===== config.mk =====
export PLATFORM = sky130hd
export DESIGN_NAME = multi_cycle_ctrl
export DESIGN_NICKNAME = d
export VERILOG_FILES = /design/src/rtl/multi_cycle_ctrl.sv
export SDC_FILE = /design/constraint.sdc
export NUM_CORES = 1
export LEC_CHECK = 0
export ABC_AREA = 1
export CELL_PAD_IN_SITES_DETAIL_PLACEMENT = 1
export CELL_PAD_IN_SITES_GLOBAL_PLACEMENT = 2
export CORE_ASPECT_RATIO = 1.4
export CORE_MARGIN = 2
export CORE_UTILIZATION = 25
export DETAILED_ROUTE_END_ITERATION = 12
export PLACE_DENSITY_LB_ADDON = 0.12
export SLEW_MARGIN = 20
export SYNTH_ARGS = -nofsm -noshare
export SYNTH_HDL_FRONTEND = slang
export SYNTH_SLANG_ARGS = --single-unit

===== constraint.sdc =====
create_clock -name Clock -period 3.2 [get_ports Clock]
set_input_delay 0.32 -clock Clock [delete_from_list [all_inputs] [get_ports Clock]]
set_output_delay 0.32 -clock Clock [all_outputs]
set_load 0.02 [all_outputs]

===== src/rtl/multi_cycle_ctrl.sv =====
// ---------------------------------------------------------------------------
// multi_cycle_ctrl
//
// Multicycle control unit for the 4-bit MIPS core. Each instruction is
// sequenced through FETCH/DECODE/EXEC/MEM/WB. Data memory accesses wait on a
// MemReady handshake. A halt opcode parks the controller in HALT until Run is
// raised. Illegal opcodes are flagged (sticky) and retired as NOPs, and every
// retired instruction is counted.
//
// Parameters
//   OPW     opcode width (>= 3); encodings above 7 are illegal
//   ALUOPW  ALUOp width (>= 2); bits above [1:0] are driven 0
//   CNTW    retired-instruction counter width
//
// Ports
//   Clock       in   system clock, rising edge
//   Reset       in   asynchronous, active-low reset
//   OPCode      in   opcode field from the instruction register (DECODE only)
//   Zero        in   ALU zero flag (EXEC of beq only)
//   MemReady    in   data memory completes the access this cycle (MEM only)
//   Run         in   leaves HALT
//   IRWrite     out  instruction register load
//   PCWrite     out  program counter load
//   PCSrc       out  00 PC+1, 01 branch target, 10 jump target
//   Regdst      out  register destination select
//   MemRead     out  data memory read strobe
//   MemWrite    out  data memory write strobe
//   MemtoReg    out  write-back source: memory
//   RegWrite    out  register file write enable
//   ALUOp       out  00 add, 01 sub/compare, 10 slt, 11 sll
//   ALUSrc      out  00 reg, 01 imm, 10 shamt
//   Halted      out  high while in HALT
//   IllegalOp   out  sticky illegal-opcode flag, cleared only by reset
//   InstrDone   out  one-cycle pulse when an instruction retires
//   InstrCount  out  retired-instruction count, wraps
//   State       out  debug view of the state register
// ---------------------------------------------------------------------------
module multi_cycle_ctrl #(
    parameter int OPW    = 3,
    parameter int ALUOPW = 2,
    parameter int CNTW   = 8
) (
    input  logic              Clock,
    input  logic              Reset,
    input  logic [OPW-1:0]    OPCode,
    input  logic              Zero,
    input  logic              MemReady,
    input  logic              Run,
    output logic              IRWrite,
    output logic              PCWrite,
    output logic [1:0]        PCSrc,
    output logic              Regdst,
    output logic              MemRead,
    output logic              MemWrite,
    output logic              MemtoReg,
    output logic              RegWrite,
    output logic [ALUOPW-1:0] ALUOp,
    output logic [1:0]        ALUSrc,
    output logic              Halted,
    output logic              IllegalOp,
    output logic              InstrDone,
    output logic [CNTW-1:0]   InstrCount,
    output logic [2:0]        State
);

    // Debug encoding is visible on State, so the values are fixed.
    typedef enum logic [2:0] {
        ST_FETCH  = 3'd0,
        ST_DECODE = 3'd1,
        ST_EXEC   = 3'd2,
        ST_MEM    = 3'd3,
        ST_WB     = 3'd4,
        ST_HALT   = 3'd5,
        ST_RST    = 3'd6
    } state_t;

    typedef enum logic [2:0] {
        OP_ADDI = 3'd0,
        OP_SLL  = 3'd1,
        OP_SLT  = 3'd2,
        OP_SW   = 3'd3,
        OP_LW   = 3'd4,
        OP_BEQ  = 3'd5,
        OP_J    = 3'd6,
        OP_HALT = 3'd7
    } op_t;

    typedef enum logic [1:0] {
        PC_PLUS1  = 2'b00,
        PC_BRANCH = 2'b01,
        PC_JUMP   = 2'b10
    } pc_src_t;

    typedef enum logic [1:0] {
        ALU_ADD = 2'b00,
        ALU_SUB = 2'b01,
        ALU_SLT = 2'b10,
        ALU_SLL = 2'b11
    } alu_op_t;

    typedef enum logic [1:0] {
        SRC_REG   = 2'b00,
        SRC_IMM   = 2'b01,
        SRC_SHAMT = 2'b10
    } alu_src_t;

    // -----------------------------------------------------------------------
    // State
    // -----------------------------------------------------------------------
    state_t          state;
    state_t          state_next;
    logic [OPW-1:0]  op_reg;
    logic            illegal_q;
    logic [CNTW-1:0] count_q;

    // -----------------------------------------------------------------------
    // Combinational control
    // -----------------------------------------------------------------------
    logic     ir_write;
    logic     pc_write;
    pc_src_t  pc_src;
    logic     reg_dst;
    logic     mem_read;
    logic     mem_write;
    logic     mem_to_reg;
    logic     reg_write;
    alu_op_t  alu_op;
    alu_src_t alu_src;
    logic     halted;
    logic     instr_done;
    logic     set_illegal;

    // Only the low three bits name a legal instruction; anything set above
    // them is illegal. With OPW == 3 this reduces to a constant 0.
    logic op_illegal;
    op_t  dec_op;
    op_t  ex_op;

    assign op_illegal = |(OPCode >> 3);
    // DECODE acts on the live opcode; later states only see the copy that was
    // latched at the end of DECODE, so OPCode changes after DECODE are inert.
    assign dec_op     = op_t'(OPCode[2:0]);
    assign ex_op      = op_t'(op_reg[2:0]);

    // NOTE: sequential state uses non-blocking assignments so every register
    // samples the pre-edge values, independent of statement order.
    always_ff @(posedge Clock or negedge Reset) begin
        if (!Reset) begin
            state     <= ST_RST;
            op_reg    <= '0;
            illegal_q <= 1'b0;
            count_q   <= '0;
        end else begin
            state <= state_next;
            if (state == ST_DECODE) begin
                op_reg <= OPCode;
            end
            if (set_illegal) begin
                illegal_q <= 1'b1;
            end
            if (instr_done) begin
                count_q <= count_q + CNTW'(1);
            end
        end
    end

    // NOTE: every signal driven here gets a default before the case, so no
    // path through the block leaves one unassigned and no latch is inferred.
    always_comb begin
        state_next  = state;
        ir_write    = 1'b0;
        pc_write    = 1'b0;
        pc_src      = PC_PLUS1;
        reg_dst     = 1'b0;
        mem_read    = 1'b0;
        mem_write   = 1'b0;
        mem_to_reg  = 1'b0;
        reg_write   = 1'b0;
        alu_op      = ALU_ADD;
        alu_src     = SRC_REG;
        halted      = 1'b0;
        instr_done  = 1'b0;
        set_illegal = 1'b0;

        case (state)
            ST_RST: begin
                state_next = ST_FETCH;
            end

            ST_FETCH: begin
                ir_write   = 1'b1;
                pc_write   = 1'b1;
                pc_src     = PC_PLUS1;
                state_next = ST_DECODE;
            end

            ST_DECODE: begin
                if (op_illegal) begin
                    // Retired as a NOP so software can keep running.
                    set_illegal = 1'b1;
                    instr_done  = 1'b1;
                    state_next  = ST_FETCH;
                end else begin
                    case (dec_op)
                        OP_HALT: begin
                            // PC already points past the halt; it is not
                            // advanced again on entry to HALT.
                            instr_done = 1'b1;
                            state_next = ST_HALT;
                        end
                        OP_J: begin
                            pc_write   = 1'b1;
                            pc_src     = PC_JUMP;
                            instr_done = 1'b1;
                            state_next = ST_FETCH;
                        end
                        default: begin
                            state_next = ST_EXEC;
                        end
                    endcase
                end
            end

            ST_EXEC: begin
                case (ex_op)
                    OP_ADDI: begin
                        alu_src    = SRC_IMM;
                        alu_op     = ALU_ADD;
                        state_next = ST_WB;
                    end
                    OP_SLL: begin
                        alu_src    = SRC_SHAMT;
                        alu_op     = ALU_SLL;
                        state_next = ST_WB;
                    end
                    OP_SLT: begin
                        alu_src    = SRC_REG;
                        alu_op     = ALU_SLT;
                        state_next = ST_WB;
                    end
                    OP_SW, OP_LW: begin
                        // Address = base + immediate.
                        alu_src    = SRC_IMM;
                        alu_op     = ALU_ADD;
                        state_next = ST_MEM;
                    end
                    OP_BEQ: begin
                        // Compare and branch resolve in the same cycle.
                        alu_op     = ALU_SUB;
                        pc_src     = PC_BRANCH;
                        pc_write   = Zero;
                        instr_done = 1'b1;
                        state_next = ST_FETCH;
                    end
                    default: begin
                        state_next = ST_FETCH;
                    end
                endcase
            end

            ST_MEM: begin
                // Address operand stays selected for the whole access.
                alu_src   = SRC_IMM;
                mem_read  = (ex_op == OP_LW);
                mem_write = (ex_op == OP_SW);
                if (MemReady) begin
                    if (ex_op == OP_LW) begin
                        state_next = ST_WB;
                    end else begin
                        instr_done = 1'b1;
                        state_next = ST_FETCH;
                    end
                end
            end

            ST_WB: begin
                reg_write  = 1'b1;
                instr_done = 1'b1;
                state_next = ST_FETCH;
                case (ex_op)
                    OP_ADDI: begin
                        alu_src = SRC_IMM;
                    end
                    OP_SLL: begin
                        reg_dst = 1'b1;
                        alu_src = SRC_SHAMT;
                        alu_op  = ALU_SLL;
                    end
                    OP_SLT: begin
                        reg_dst = 1'b1;
                        alu_op  = ALU_SLT;
                    end
                    OP_LW: begin
                        mem_to_reg = 1'b1;
                    end
                    default: begin
                    end
                endcase
            end

            ST_HALT: begin
                halted = 1'b1;
                if (Run) begin
                    state_next = ST_FETCH;
                end
            end

            default: begin
                // Unused encoding 7: recover through the reset state.
                state_next = ST_RST;
            end
        endcase
    end

    // -----------------------------------------------------------------------
    // Outputs
    // -----------------------------------------------------------------------
    assign IRWrite    = ir_write;
    assign PCWrite    = pc_write;
    assign PCSrc      = pc_src;
    assign Regdst     = reg_dst;
    assign MemRead    = mem_read;
    assign MemWrite   = mem_write;
    assign MemtoReg   = mem_to_reg;
    assign RegWrite   = reg_write;
    assign ALUOp      = ALUOPW'(alu_op);
    assign ALUSrc     = alu_src;
    assign Halted     = halted;
    assign IllegalOp  = illegal_q;
    assign InstrDone  = instr_done;
    assign InstrCount = count_q;
    assign State      = state;

    // -----------------------------------------------------------------------
    // Invariants
    // -----------------------------------------------------------------------
    a_no_rd_wr: assert property (@(posedge Clock) disable iff (!Reset)
        !(MemRead && MemWrite));

    a_halt_quiet: assert property (@(posedge Clock) disable iff (!Reset)
        Halted |-> !(PCWrite || IRWrite || RegWrite || MemRead || MemWrite));

endmodule


# Yosys cells after proc, flatten, opt, wreduce, memory -nomap -nowiden
# Index checks and enable logic that the tools add are counted.
dict set report totals {
  ff_bits 14
  latch_bits 0
  mem_bits_rw 0
  rom_bits 0
  inputBits 8
  out_inout_bits 27
  elab_cells 60
  memories 0
}
dict set report classes {
  add_sub_neg 1
  multipliers 0
  n_div 0
  n_lt_le_gt_ge 0
  eq_ne 15
  n_shift 0
  n_mux 32
  n_bitwise 0
  n_reduce_logical 9
}
# operator count
set op_table {}
lappend op_table {{equality test 3 bit (second input constant)} 7}
lappend op_table {{case mux 2 bit (2 select lines)} 5}
lappend op_table {{case mux 3 bit (6 select lines)} 1}
lappend op_table {{two-way mux 1 bit} 16}
lappend op_table {{equality test 3 x 2 -> 1 bit (second input constant)} 4}
lappend op_table {{case mux 2 bit (3 select lines)} 2}
lappend op_table {{case mux 3 bit (2 select lines)} 2}
lappend op_table {{two-way mux 3 bit} 3}
lappend op_table {{adder 8 x 1 -> 8 bit (second input constant)} 1}
lappend op_table {{OR reduction 2 bit} 4}
lappend op_table {{equality test 3 x 1 -> 1 bit (second input constant)} 2}
lappend op_table {{logical NOT 3 bit} 2}
lappend op_table {{OR reduction 3 bit} 2}
lappend op_table {{!= test 2 bit (second input constant)} 2}
lappend op_table {{case mux 1 bit (4 select lines)} 1}
lappend op_table {{case mux 1 bit (3 select lines)} 1}
lappend op_table {{two-way mux 2 bit} 1}
lappend op_table {{AND reduction 2 bit} 1}

# Depth between registers and ports, before layout
# Gate-level depths: netlist of run 1.
dict set report logic_depth {
  ltp_word 4
  depth_mapped 8
  mapped_depth_nobuf 8
}

# Worst setup path before layout of run 1
# No wires, ideal clock.
dict set report synth_path {
  path_type {register -> output}
  startpoint {register state[2], in the netlist State[2]}
  endpoint {output ALUSrc[0]}
  arrival_time_ps 1489
  required_time_ps 2880
  setup_slack_ps 1391
  path_stages_with_launch 4
  path_buffers 1
  path_cell_list {dfstp_2 > clkbuf_8 > nand2_1 > o31ai_1}
}
dict set report synth_via {
  elab_chain_cells 2
  elab_cells_between_ends 4
}
# element line
set synth_lines {}
lappend synth_lines {{from (decl)} 110} ;# state_t state;
lappend synth_lines {{from (signal assigned)} 154} ;# state <= state_next;
lappend synth_lines {{equality test 3 bit or equality test 3 x 2 -> 1 bit (tied branches)} 185} ;# case (state)
lappend synth_lines {{case mux 2 bit (3 select lines) (*)} 185}
lappend synth_lines {{to (decl)} 58} ;# output logic [1:0] ALUSrc,
# Every way passes the cells marked *; elsewhere a longest branch is shown, timed or not.

# Final worst setup path of run 1
dict set report layout_path {
  startpoint {register state[1], in the netlist State[1]}
  endpoint {output InstrDone}
}
dict set report layout_via {
  elab_chain_cells 2
  elab_cells_between_ends 5
}
# element line
set layout_lines {}
lappend layout_lines {{equality test 3 bit (tied with other cells)} 185}
lappend layout_lines {{case mux 1 bit (4 select lines) (*)} 185}
lappend layout_lines {{to (decl)} 61} ;# output logic InstrDone,
# Marked as above.

==> impl_metrics.xml, run 1 <==
<?xml version="1.0" encoding="UTF-8"?>
<metrics>
  <group name="outcome">
    <metric name="run_status" unit="">complete, no violations</metric>
  </group>
  <group name="pwr">
    <metric name="power.internal" unit="mW">0.617</metric>
    <metric name="netsw" unit="mW">0.585</metric>
    <metric name="powerDensity" unit="nW/um^2">843</metric>
    <metric name="p_leak" unit="nW">0.734</metric>
    <metric name="post-layout-total-power" unit="mW">1.20</metric>
    <metric name="power_switching_share" unit="">0.486</metric>
    <metric name="sequentialPowerShare" unit="">0.293</metric>
    <metric name="comb_power_share" unit="">0.588</metric>
    <metric name="ir_drop" unit="mV">0.447</metric>
    <metric name="clockPowerShare" unit="">0.119</metric>
  </group>
  <group name="placement">
    <metric name="number_of_port_buffers" unit="">33</metric>
    <metric name="dp_hpwl" unit="um">2650</metric>
    <metric name="finalWeightedCongestion" unit="">0.778</metric>
    <metric name="placedCellCount" unit="">226</metric>
  </group>
  <group name="layout">
    <metric name="design.final.nets" unit="">197</metric>
    <metric name="post_layout_nonfiller_instances" unit="">229</metric>
    <metric name="mostFrequentLayoutCells" unit="">49 x sky130_fd_sc_hd__nand2_1, 33 x sky130_fd_sc_hd__clkdlybuf4s50_1, 25 x sky130_fd_sc_hd__inv_1</metric>
    <metric name="fillers" unit="">509</metric>
    <metric name="antenna-diode-count" unit="">0</metric>
    <metric name="drive_above_1_share" unit="">0.0699</metric>
    <metric name="mostFrequentLayoutCell" unit="">sky130_fd_sc_hd__nand2_1</metric>
    <metric name="areaGrowthSynthToFinish" unit="%">39.5</metric>
    <metric name="final_core_utilization" unit="">0.364</metric>
  </group>
  <group name="sta">
    <metric name="timing.fmax" unit="MHz">408</metric>
    <metric name="setup_tns" unit="ns">0</metric>
    <metric name="grt_setup_unrepaired" unit="">no</metric>
    <metric name="worst-slew-pin-transition" unit="ns">0.671</metric>
    <metric name="report.final.setup_viol" unit="">0</metric>
    <metric name="slew_viols_final" unit="">0</metric>
    <metric name="timing.clock.skew" unit="ns">0.00416</metric>
    <metric name="final_hold_viol_count" unit="">0</metric>
    <metric name="min_period" unit="ns">2.45</metric>
    <metric name="timing.max_slew.rel_slack" unit="">0.551</metric>
    <metric name="final_min_period_over_clock_period" unit="">0.766</metric>
  </group>
  <group name="detailed_routing">
    <metric name="number_of_violations_reported_at_the_end_of_detailed_routing_iteration_0" unit="">31</metric>
    <metric name="wl_per_cell" unit="um">13.7</metric>
    <metric name="route.detailed.drc" unit="">0</metric>
    <metric name="vias" unit="">1088</metric>
    <metric name="viasPerCell" unit="">4.75</metric>
    <metric name="drt_pre_antenna_iters" unit="">4</metric>
    <metric name="routed_wire_length" unit="um">3140</metric>
    <metric name="drtAntennaViolNets" unit="">0</metric>
  </group>
  <group name="global_routing">
    <metric name="maximum_number_of_pins_on_one_net_before_global_route_repair" unit="">15</metric>
    <metric name="number_of_global_route_vias_before_repair" unit="">1191</metric>
    <metric name="grt_antenna_before_repair" unit="">0</metric>
    <metric name="grtUsageTotal" unit="">0.155</metric>
    <metric name="grt.busiest_layer" unit="">met2</metric>
    <metric name="grtUsageMet2" unit="">0.309</metric>
    <metric name="grt_pass1_wl" unit="um">5460</metric>
    <metric name="use_met3" unit="">0.0130</metric>
    <metric name="global_route_congestion_overflow_total" unit="">0</metric>
    <metric name="use_met1" unit="">0.155</metric>
  </group>
  <group name="critical_path">
    <metric name="cp-endpoint" unit="">InstrDone</metric>
    <metric name="critical_path.max_stage_delay" unit="ns">0.61</metric>
    <metric name="worst_r2r_startpoint" unit="">State[1]</metric>
    <metric name="critical_path.startpoint_type" unit="">register</metric>
    <metric name="path_class" unit="">reg2out</metric>
    <metric name="rr_endpoint" unit="">InstrCount[4]</metric>
    <metric name="critical_path.max_fanout" unit="">9</metric>
    <metric name="crit_path_cell_trace" unit="">nand2_1 -&gt; nor2_4 -&gt; nand3_1 -&gt; nand2_2 -&gt; nor2_8 -&gt; inv_1 -&gt; clkdlybuf4s50_1</metric>
    <metric name="critPathArrivalTime" unit="ns">2.13</metric>
    <metric name="ff2ff_setup_slack" unit="ns">1.72</metric>
    <metric name="setup.worst_path.start" unit="">State[1]</metric>
    <metric name="cp-end-kind" unit="">output pin</metric>
    <metric name="ff2ff_path_depth" unit="">6</metric>
    <metric name="cp_slowest_cell" unit="">sky130_fd_sc_hd__dfstp_2</metric>
    <metric name="critPathRequiredTime" unit="ns">2.88</metric>
  </group>
  <group name="worst_hold_path">
    <metric name="hp-class" unit="">in2async</metric>
  </group>
  <group name="synth">
    <metric name="post_synth_instance_area" unit="sq um">1020</metric>
    <metric name="netlist_instances" unit="">152</metric>
    <metric name="synth-seq-area-share" unit="">0.345</metric>
    <metric name="synthesis.yosys.warnings" unit="">0</metric>
    <metric name="synth_area_per_cell" unit="sq um">6.73</metric>
    <metric name="yosys_register_bits" unit="">14</metric>
    <metric name="ys_types" unit="">25</metric>
    <metric name="syn-num-nets" unit="">161</metric>
  </group>
  <group name="clocking">
    <metric name="htree_num_levels" unit="">1</metric>
    <metric name="clk_pin_slew" unit="ns">0.06</metric>
    <metric name="post-cts-setup-buffers" unit="">0</metric>
    <metric name="postCtsResizedCells" unit="">0</metric>
    <metric name="root_buffer" unit="">sky130_fd_sc_hd__clkbuf_8</metric>
    <metric name="ctsLongestPathBuffers" unit="">2</metric>
    <metric name="insertion_delay" unit="ns">0.24</metric>
    <metric name="holdBufCountCts" unit="">0</metric>
    <metric name="cts_buffers" unit="">3</metric>
    <metric name="cts_tree" unit="">yes</metric>
    <metric name="clock-sinks" unit="">14</metric>
  </group>
  <group name="floorplan">
    <metric name="die_w" unit="um">58.0</metric>
    <metric name="initial_utilization" unit="">0.261</metric>
    <metric name="die_area" unit="sq um">4620</metric>
    <metric name="rows" unit="">27</metric>
    <metric name="die_h" unit="um">79.7</metric>
    <metric name="coreArea" unit="sq um">3920</metric>
    <metric name="top_ports" unit="">35</metric>
  </group>
  <group name="flow_run">
    <metric name="max_cap_viol_count" unit="">0</metric>
  </group>
</metrics>
[synth_stat cells]
| library cell | instances | share of area |
|---|---|---|
| sky130_fd_sc_hd__nor2_1 | 14 | 0.051 |
| sky130_fd_sc_hd__nand2_2 | 2 | 0.012 |
| sky130_fd_sc_hd__nand2_4 | 1 | 0.011 |
| sky130_fd_sc_hd__o21ai_0 | 11 | 0.054 |
| sky130_fd_sc_hd__o32ai_1 | 1 | 0.0086 |
| sky130_fd_sc_hd__o2111ai_1 | 1 | 0.0086 |
| sky130_fd_sc_hd__buf_4 | 1 | 0.0073 |
| sky130_fd_sc_hd__nand3_1 | 13 | 0.064 |
| sky130_fd_sc_hd__nor2_8 | 1 | 0.020 |
| sky130_fd_sc_hd__ha_1 | 1 | 0.012 |
| sky130_fd_sc_hd__xor2_1 | 3 | 0.026 |
| sky130_fd_sc_hd__nor2_4 | 3 | 0.033 |
| sky130_fd_sc_hd__nand2_1 | 49 | 0.18 |
| sky130_fd_sc_hd__inv_1 | 25 | 0.092 |
| sky130_fd_sc_hd__nand4_1 | 2 | 0.012 |
| sky130_fd_sc_hd__nand3b_1 | 1 | 0.0073 |
| sky130_fd_sc_hd__a21oi_1 | 3 | 0.015 |
| sky130_fd_sc_hd__or2_1 | 1 | 0.0061 |
| sky130_fd_sc_hd__o31ai_1 | 1 | 0.0073 |
| sky130_fd_sc_hd__nor3_1 | 1 | 0.0049 |
| sky130_fd_sc_hd__dfrtp_1 | 12 | 0.29 |
| sky130_fd_sc_hd__conb_1 | 1 | 0.0037 |
| sky130_fd_sc_hd__nor2_2 | 1 | 0.0061 |
| sky130_fd_sc_hd__dfstp_2 | 2 | 0.051 |
| sky130_fd_sc_hd__clkbuf_8 | 1 | 0.013 |
[through the flow]
stage	hold WS [ns]	worst slack, ns	cell area (sq um)
4_1_cts	0.513	0.719	1430
3_5_place_dp	0.538	0.831	1390
2_1_floorplan	0.0244	1.39	1020
6_report	0.485	0.748	1430
5_1_grt	0.539	0.556	1430
3_3_place_gp	0.510	0.847	1390
[worst min-delay path by stage]
stage / startpoint / endpoint / slack, ns / depth (start not counted)
5_1_grt: Reset / InstrCount[2] / 0.54 / 1
3_5_place_dp: InstrCount[3] / InstrCount[3] / 0.54 / 2
6_report: Reset / InstrCount[2] / 0.48 / 1
3_3_place_gp: InstrCount[3] / InstrCount[3] / 0.51 / 2
4_1_cts: Reset / InstrCount[2] / 0.51 / 1
2_1_floorplan: Reset / InstrCount[0] / 0.02 / 0
[power by group through the flow]
stage / registers (mW) / logic [mW] / clock network [mW]
finish: 0.353 / 0.706 / 0.143
global route: 0.369 / 0.787 / 0.159
CTS: 0.354 / 0.720 / 0.150
detailed placement: 0.357 / 0.715 / 0
global placement: 0.354 / 0.709 / 0
floorplan: 0.369 / 0.406 / 0
[kinds of logic after synthesis]
family,after synthesis,synth area share
and+or+nand+nor,89,0.408
adders and majority gates,1,0.0122
other,1,0.00367
DFF,14,0.345
xor gates and xnor gates,3,0.0257
buffers and inverters,27,0.113
AOI/OAI and AO/OA,17,0.0930
[metal layers]
metal  vias to the layer above  wire length (um)
met5                         -                 0
li1                        542                 -
met3                         2                96
met4                         0                34
met2                        24              1850
met1                       520              1160
[flip-flops by register name, summed over array words and instances, names as in the netlist]
register	count
InstrCount	8
State	3
ex_op	3
[critical path: cells and delay by family (launching register included)]
family,cells,cell delay (ns)
buffers and inverters,2,0.65
DFF,1,0.61
and+or+nand+nor,5,0.62
[area by class of cell]
cell class	count	area, sq um	area share
multi-input cells	111	554	0.389
flip-flops and latches	14	353	0.247
repair buffers	33	330	0.232
inverters	25	93.8	0.0658
well taps	43	53.8	0.0377
clock buffers	3	41.3	0.0289
(Power assumes the default switching activity.)
==> inputs of run 2 (changes only) <==
--- a/config.mk
+++ b/config.mk
@@ -10,7 +10,7 @@
 export CELL_PAD_IN_SITES_GLOBAL_PLACEMENT = 2
 export CORE_ASPECT_RATIO = 1.4
 export CORE_MARGIN = 2
-export CORE_UTILIZATION = 25
+export CORE_UTILIZATION = 21
 export DETAILED_ROUTE_END_ITERATION = 12
 export PLACE_DENSITY_LB_ADDON = 0.12
 export SLEW_MARGIN = 20
==> constraint.sdc (replaced) <==
create_clock -name Clock -period 2 [get_ports Clock]
set_input_delay 0.2 -clock Clock [delete_from_list [all_inputs] [get_ports Clock]]
set_output_delay 0.2 -clock Clock [all_outputs]
set_load 0.02 [all_outputs]
==> impl_metrics.xml, run 2 (synthesis results as in run 1) <==
<?xml version="1.0" encoding="UTF-8"?>
<metrics>
  <group name="detailed_routing">
    <metric name="routed_wire_length" unit="um">3450</metric>
    <metric name="viasPerCell" unit="">4.26</metric>
    <metric name="drt_pre_antenna_iters" unit="">4</metric>
    <metric name="route.detailed.drc" unit="">0</metric>
    <metric name="number_of_violations_reported_at_the_end_of_detailed_routing_iteration_0" unit="">16</metric>
    <metric name="drtAntennaViolNets" unit="">0</metric>
    <metric name="vias" unit="">1132</metric>
    <metric name="wl_per_cell" unit="um">13.0</metric>
  </group>
  <group name="layout">
    <metric name="design.final.nets" unit="">212</metric>
    <metric name="areaGrowthSynthToFinish" unit="%">53.4</metric>
    <metric name="antenna-diode-count" unit="">0</metric>
    <metric name="largest_register_ff_count" unit="">8</metric>
    <metric name="final_core_utilization" unit="">0.329</metric>
    <metric name="drive_above_1_share" unit="">0.153</metric>
    <metric name="mostFrequentLayoutCell" unit="">sky130_fd_sc_hd__nand2_1</metric>
    <metric name="fillers" unit="">617</metric>
    <metric name="mostFrequentLayoutCells" unit="">48 x sky130_fd_sc_hd__nand2_1, 25 x sky130_fd_sc_hd__inv_1, 21 x sky130_fd_sc_hd__clkdlybuf4s50_1</metric>
  </group>
  <group name="clocking">
    <metric name="insertion_delay" unit="ns">0.25</metric>
    <metric name="clock-sinks" unit="">14</metric>
    <metric name="htree_num_levels" unit="">1</metric>
    <metric name="clk_pin_slew" unit="ns">0.06</metric>
    <metric name="cts_buffers" unit="">3</metric>
    <metric name="cts_tree" unit="">yes</metric>
    <metric name="ctsLongestPathBuffers" unit="">2</metric>
    <metric name="root_buffer" unit="">sky130_fd_sc_hd__clkbuf_8</metric>
    <metric name="holdBufCountCts" unit="">0</metric>
    <metric name="post-cts-setup-buffers" unit="">0</metric>
  </group>
  <group name="placement">
    <metric name="place_worst_setup_slack" unit="ns">-0.0511</metric>
    <metric name="number_of_port_buffers" unit="">33</metric>
    <metric name="finalWeightedCongestion" unit="">0.776</metric>
    <metric name="dp_hpwl" unit="um">2880</metric>
  </group>
  <group name="pwr">
    <metric name="powerDensity" unit="nW/um^2">1330</metric>
    <metric name="post-layout-total-power" unit="mW">2.08</metric>
    <metric name="p_leak" unit="nW">0.856</metric>
    <metric name="ir_drop" unit="mV">0.511</metric>
  </group>
  <group name="floorplan">
    <metric name="die_area" unit="sq um">5450</metric>
    <metric name="coreArea" unit="sq um">4770</metric>
    <metric name="top_ports" unit="">35</metric>
    <metric name="initial_utilization" unit="">0.214</metric>
    <metric name="die_h" unit="um">86.6</metric>
    <metric name="rows" unit="">30</metric>
    <metric name="die_w" unit="um">63.0</metric>
  </group>
  <group name="critical_path">
    <metric name="cp_slowest_cell" unit="">sky130_fd_sc_hd__dfstp_2</metric>
    <metric name="critical_path.max_stage_delay" unit="ns">0.60</metric>
    <metric name="critPathArrivalTime" unit="ns">1.69</metric>
    <metric name="critPathRequiredTime" unit="ns">1.80</metric>
    <metric name="critical_path.max_fanout" unit="">6</metric>
    <metric name="cp-end-kind" unit="">output pin</metric>
    <metric name="path_class" unit="">reg2out</metric>
    <metric name="critical_path.startpoint_type" unit="">register</metric>
    <metric name="crit_path_cell_trace" unit="">nand2_1 -&gt; nor2_4 -&gt; buf_4 -&gt; a21oi_1 -&gt; o31ai_1 -&gt; clkdlybuf4s15_1</metric>
  </group>
  <group name="sta">
    <metric name="timing.max_slew.rel_slack" unit="">0.532</metric>
    <metric name="report.final.setup_viol" unit="">0</metric>
    <metric name="min_period" unit="ns">1.89</metric>
    <metric name="grt_setup_unrepaired" unit="">no</metric>
    <metric name="worst-slew-pin-transition" unit="ns">0.700</metric>
    <metric name="setup_tns" unit="ns">0</metric>
    <metric name="hold-worst-slack" unit="ns">0.371</metric>
    <metric name="final_min_period_over_clock_period" unit="">0.945</metric>
    <metric name="slew_viols_final" unit="">0</metric>
    <metric name="final_hold_viol_count" unit="">0</metric>
    <metric name="timing.fmax" unit="MHz">529</metric>
    <metric name="timing.clock.skew" unit="ns">0.00127</metric>
    <metric name="fin_ws" unit="ns">0.111</metric>
  </group>
  <group name="global_routing">
    <metric name="number_of_global_route_vias_before_repair" unit="">1280</metric>
    <metric name="grt_pass1_wl" unit="um">5950</metric>
    <metric name="grt_antenna_before_repair" unit="">0</metric>
    <metric name="grtUsageTotal" unit="">0.141</metric>
    <metric name="maximum_number_of_pins_on_one_net_before_global_route_repair" unit="">15</metric>
    <metric name="global_route_congestion_overflow_total" unit="">0</metric>
  </group>
  <group name="worst_hold_path">
    <metric name="hp-class" unit="">in2async</metric>
  </group>
  <group name="outcome">
    <metric name="run_status" unit="">complete, no violations</metric>
  </group>
  <group name="flow_run">
    <metric name="max_cap_viol_count" unit="">0</metric>
  </group>
</metrics>
## run 2: cell types whose count changed in the layout (fill, tap and decap cells not counted), sizes merged
cell           previous run  this run
clkdlybuf4s15             0         4
buf                       0        15
clkdlybuf4s50            33        21
dlygate4sd2               0         7
clkbuf                    3         5
## run 2: where the power goes
group          internal, mW  switching, mW  leakage, nW  total (mW)
clock                 0.175          0.113       0.0288       0.287
combinational         0.529          0.724        0.650        1.25
sequential            0.394          0.148        0.177       0.542
## run 2: through the flow
| step | std cells | cell area [sq um] |
|---|---|---|
| floorplan | 152 | 1020 |
| global placement | 262 | 1520 |
| detailed placement | 262 | 1520 |
| CTS | 266 | 1560 |
| global route | 266 | 1570 |
| finish | 266 | 1570 |
## run 2: what timing repair did
action | 4_1_cts | 5_1_grt
resized for setup | 12 | 7
endpoints found under the setup margin | 12 | 6
pin swaps | 0 | 0
## run 2: final cells by class
class / count / area [sq um] / area share
flip-flops and latches: 14 / 353 / 0.225
repair buffers: 48 / 429 / 0.274
clock buffers: 4 / 55.1 / 0.0351
well taps: 64 / 80.1 / 0.0511
multi-input cells: 111 / 557 / 0.355
inverters: 25 / 93.8 / 0.0599
## run 2: final timing paths
check	startpoint	end	slack (ns)	cells past startpoint
min in group Clock	InstrCount[3]	InstrCount[3]	0.54	2
min	Reset	InstrCount[1]	0.37	1
max reg2reg	State[2]	InstrCount[6]	0.46	7
max in group asynchronous	Reset	InstrCount[6]	1.18	1
max	State[1]	ALUSrc[0]	0.11	6
min reg2reg	InstrCount[3]	InstrCount[3]	0.54	2
## run 2: critical path, delay by kind of cell, from the launching register on
family	cells	cell delay, ns
flops	1	0.60
simple gates	2	0.24
buf+inv	2	0.47
compound gates	2	0.13
## run 2: layer usage
| metal | track usage | up-vias | part of all wire |
|---|---|---|---|
| li1 | - | 573 | - |
| met2 | 0.279 | 23 | 0.57 |
| met1 | 0.145 | 534 | 0.38 |
| met4 | 0.0545 | 0 | 0.0081 |
| met3 | 0.0260 | 2 | 0.041 |
| met5 | 0 | - | 0 |
==> inputs of run 3 (changes only) <==
--- a/config.mk
+++ b/config.mk
@@ -10,7 +10,7 @@
 export CELL_PAD_IN_SITES_GLOBAL_PLACEMENT = 2
 export CORE_ASPECT_RATIO = 1.4
 export CORE_MARGIN = 2
-export CORE_UTILIZATION = 21
+export CORE_UTILIZATION = 25
 export DETAILED_ROUTE_END_ITERATION = 12
 export PLACE_DENSITY_LB_ADDON = 0.12
 export SLEW_MARGIN = 20
==> constraint.sdc (replaced) <==
create_clock -name Clock -period 2.2 [get_ports Clock]
set_input_delay 0.22 -clock Clock [delete_from_list [all_inputs] [get_ports Clock]]
set_output_delay 0.22 -clock Clock [all_outputs]
set_load 0.02 [all_outputs]
==> impl_metrics.xml, run 3 (synthesis results as in run 1) <==
<?xml version="1.0" encoding="UTF-8"?>
<metrics>
  <group name="layout">
    <metric name="design.final.nets" unit="">204</metric>
    <metric name="mostFrequentLayoutCells" unit="">48 x sky130_fd_sc_hd__nand2_1, 25 x sky130_fd_sc_hd__inv_1, 25 x sky130_fd_sc_hd__clkdlybuf4s50_1</metric>
    <metric name="final_cell_area" unit="sq um">1500</metric>
    <metric name="mostFrequentLayoutCell" unit="">sky130_fd_sc_hd__nand2_1</metric>
    <metric name="areaGrowthSynthToFinish" unit="%">46.8</metric>
    <metric name="antenna-diode-count" unit="">0</metric>
    <metric name="drive_above_1_share" unit="">0.113</metric>
    <metric name="largest_register_ff_count" unit="">8</metric>
  </group>
  <group name="critical_path">
    <metric name="rr_endpoint" unit="">InstrCount[1]</metric>
    <metric name="critPathArrivalTime" unit="ns">1.86</metric>
    <metric name="worst_r2r_startpoint" unit="">State[2]</metric>
    <metric name="critical_path.startpoint_type" unit="">register</metric>
    <metric name="ff2ff_path_depth" unit="">7</metric>
    <metric name="ff2ff_setup_slack" unit="ns">0.68</metric>
    <metric name="cp-endpoint" unit="">MemRead</metric>
    <metric name="path_class" unit="">reg2out</metric>
    <metric name="setup.worst_path.start" unit="">State[1]</metric>
    <metric name="critPathRequiredTime" unit="ns">1.98</metric>
    <metric name="critical_path.max_fanout" unit="">7</metric>
    <metric name="cp-end-kind" unit="">output pin</metric>
  </group>
  <group name="floorplan">
    <metric name="die_area" unit="sq um">4620</metric>
    <metric name="top_ports" unit="">35</metric>
    <metric name="die_h" unit="um">79.7</metric>
    <metric name="die_w" unit="um">58.0</metric>
    <metric name="coreArea" unit="sq um">3920</metric>
    <metric name="rows" unit="">27</metric>
    <metric name="initial_utilization" unit="">0.261</metric>
  </group>
  <group name="pwr">
    <metric name="power.internal" unit="mW">0.954</metric>
    <metric name="comb_power_share" unit="">0.586</metric>
    <metric name="sequentialPowerShare" unit="">0.274</metric>
    <metric name="powerDensity" unit="nW/um^2">1220</metric>
    <metric name="ir_drop" unit="mV">0.506</metric>
    <metric name="netsw" unit="mW">0.871</metric>
    <metric name="p_leak" unit="nW">0.864</metric>
    <metric name="clockPowerShare" unit="">0.140</metric>
    <metric name="power_switching_share" unit="">0.477</metric>
  </group>
  <group name="outcome">
    <metric name="run_status" unit="">complete, no violations</metric>
  </group>
  <group name="detailed_routing">
    <metric name="drt_pre_antenna_iters" unit="">2</metric>
    <metric name="wl_per_cell" unit="um">14.0</metric>
    <metric name="route.detailed.drc" unit="">0</metric>
    <metric name="viasPerCell" unit="">4.78</metric>
    <metric name="drtAntennaViolNets" unit="">0</metric>
    <metric name="vias" unit="">1134</metric>
    <metric name="routed_wire_length" unit="um">3310</metric>
    <metric name="number_of_violations_reported_at_the_end_of_detailed_routing_iteration_0" unit="">21</metric>
  </group>
  <group name="sta">
    <metric name="timing.max_slew.rel_slack" unit="">0.526</metric>
    <metric name="final_hold_viol_count" unit="">0</metric>
    <metric name="min_period" unit="ns">2.08</metric>
    <metric name="grt_setup_unrepaired" unit="">no</metric>
    <metric name="slew_viols_final" unit="">0</metric>
    <metric name="timing.clock.skew" unit="ns">0.000903</metric>
    <metric name="timing.fmax" unit="MHz">481</metric>
    <metric name="worst-slew-pin-transition" unit="ns">0.709</metric>
    <metric name="setup_tns" unit="ns">0</metric>
    <metric name="report.final.setup_viol" unit="">0</metric>
    <metric name="final_min_period_over_clock_period" unit="">0.946</metric>
  </group>
  <group name="clocking">
    <metric name="ctsLongestPathBuffers" unit="">2</metric>
    <metric name="htree_num_levels" unit="">1</metric>
    <metric name="root_buffer" unit="">sky130_fd_sc_hd__clkbuf_8</metric>
    <metric name="cts_buffers" unit="">3</metric>
    <metric name="insertion_delay" unit="ns">0.25</metric>
    <metric name="cts_tree" unit="">yes</metric>
    <metric name="clock-sinks" unit="">14</metric>
    <metric name="clk_pin_slew" unit="ns">0.06</metric>
  </group>
  <group name="worst_hold_path">
    <metric name="hp-class" unit="">in2async</metric>
  </group>
  <group name="global_routing">
    <metric name="grt_antenna_before_repair" unit="">0</metric>
    <metric name="grt_pass1_wl" unit="um">5620</metric>
    <metric name="number_of_global_route_vias_before_repair" unit="">1222</metric>
    <metric name="maximum_number_of_pins_on_one_net_before_global_route_repair" unit="">15</metric>
    <metric name="global_route_congestion_overflow_total" unit="">0</metric>
    <metric name="grtUsageTotal" unit="">0.160</metric>
  </group>
  <group name="placement">
    <metric name="number_of_port_buffers" unit="">33</metric>
    <metric name="finalWeightedCongestion" unit="">0.809</metric>
    <metric name="post_dp_cell_area" unit="sq um">1420</metric>
    <metric name="dp_hpwl" unit="um">2730</metric>
  </group>
  <group name="flow_run">
    <metric name="max_cap_viol_count" unit="">0</metric>
  </group>
</metrics>
==> run 3: changes by cell type in the layout (fill, tap and decap cells not counted), sizes merged <==
| cell | delta |
|---|---|
| buf | -8 |
| clkbuf | -1 |
| clkdlybuf4s15 | -4 |
| clkdlybuf4s50 | +4 |
| dlygate4sd2 | -3 |
| dlymetal6s2s | +4 |
==> run 3: worst min path at each step <==
stage,slack [ns],endpoint,from,cells past startpoint
after global placement,0.52,InstrCount[3],InstrCount[3],2
after detailed placement,0.53,InstrCount[7],InstrCount[7],2
after global routing,0.45,InstrCount[2],Reset,1
final,0.40,InstrCount[3],Reset,1
after CTS,0.43,InstrCount[2],Reset,1
after floorplan,-0.08,InstrCount[0],Reset,0
==> run 3: what timing repair did <==
action                     in CTS  in global routing
pin swaps                       0                  0
setup endpoints to repair       6                  4
resized for setup               5                  4
hold buffers                    0                  0
setup buffers                   1                  2
==> run 3: cell type report <==
cell class / instances / area, sq um
Sequential cell: 14 / 353
Timing Repair Buffer: 40 / 388
Multi-Input combinational cell: 111 / 557
Tap cell: 43 / 53.8
Inverter: 25 / 93.8
Fill cell: 509 / 2420
Clock buffer: 4 / 55.1
==> run 3: metal layers <==
| metal | wire length [um] | track usage |
|---|---|---|
| met5 | 0 | 0 |
| met3 | 119 | 0.0227 |
| met4 | 114 | 0.0884 |
| met2 | 1880 | 0.301 |
| met1 | 1200 | 0.164 |
==> run 3: critical path: stages, from the launching register on <==
cell and delay, ns:
sky130_fd_sc_hd__dfstp_2 0.59, sky130_fd_sc_hd__nand2_1 0.10, sky130_fd_sc_hd__nor2_4 0.14, sky130_fd_sc_hd__nand3_1 0.11, sky130_fd_sc_hd__inv_1 0.07, sky130_fd_sc_hd__clkdlybuf4s50_1 0.60
==> run 3: stage by stage <==
stage | power, mW | hold slack (ns) | std cells | utilization | setup WS [ns]
floorplan | 1.13 | -0.0756 | 152 | - | 0.491
global placement | 1.58 | 0.517 | 230 | 0.361 | 0.0787
detailed placement | 1.59 | 0.529 | 230 | 0.361 | 0.0768
CTS | 1.85 | 0.429 | 235 | 0.376 | 0.0218
global route | 2.01 | 0.447 | 237 | 0.383 | 0.0123
finish | 1.82 | 0.398 | 237 | 0.383 | 0.119
==> run 3: power groups by stage <==
| stage | registers [mW] | logic (mW) | clock network (mW) |
|---|---|---|---|
| 2_1_floorplan | 0.537 | 0.591 | 0 |
| 3_3_place_gp | 0.506 | 1.08 | 0 |
| 3_5_place_dp | 0.512 | 1.08 | 0 |
| 4_1_cts | 0.506 | 1.08 | 0.271 |
| 5_1_grt | 0.523 | 1.20 | 0.285 |
| 6_report | 0.499 | 1.07 | 0.256 |
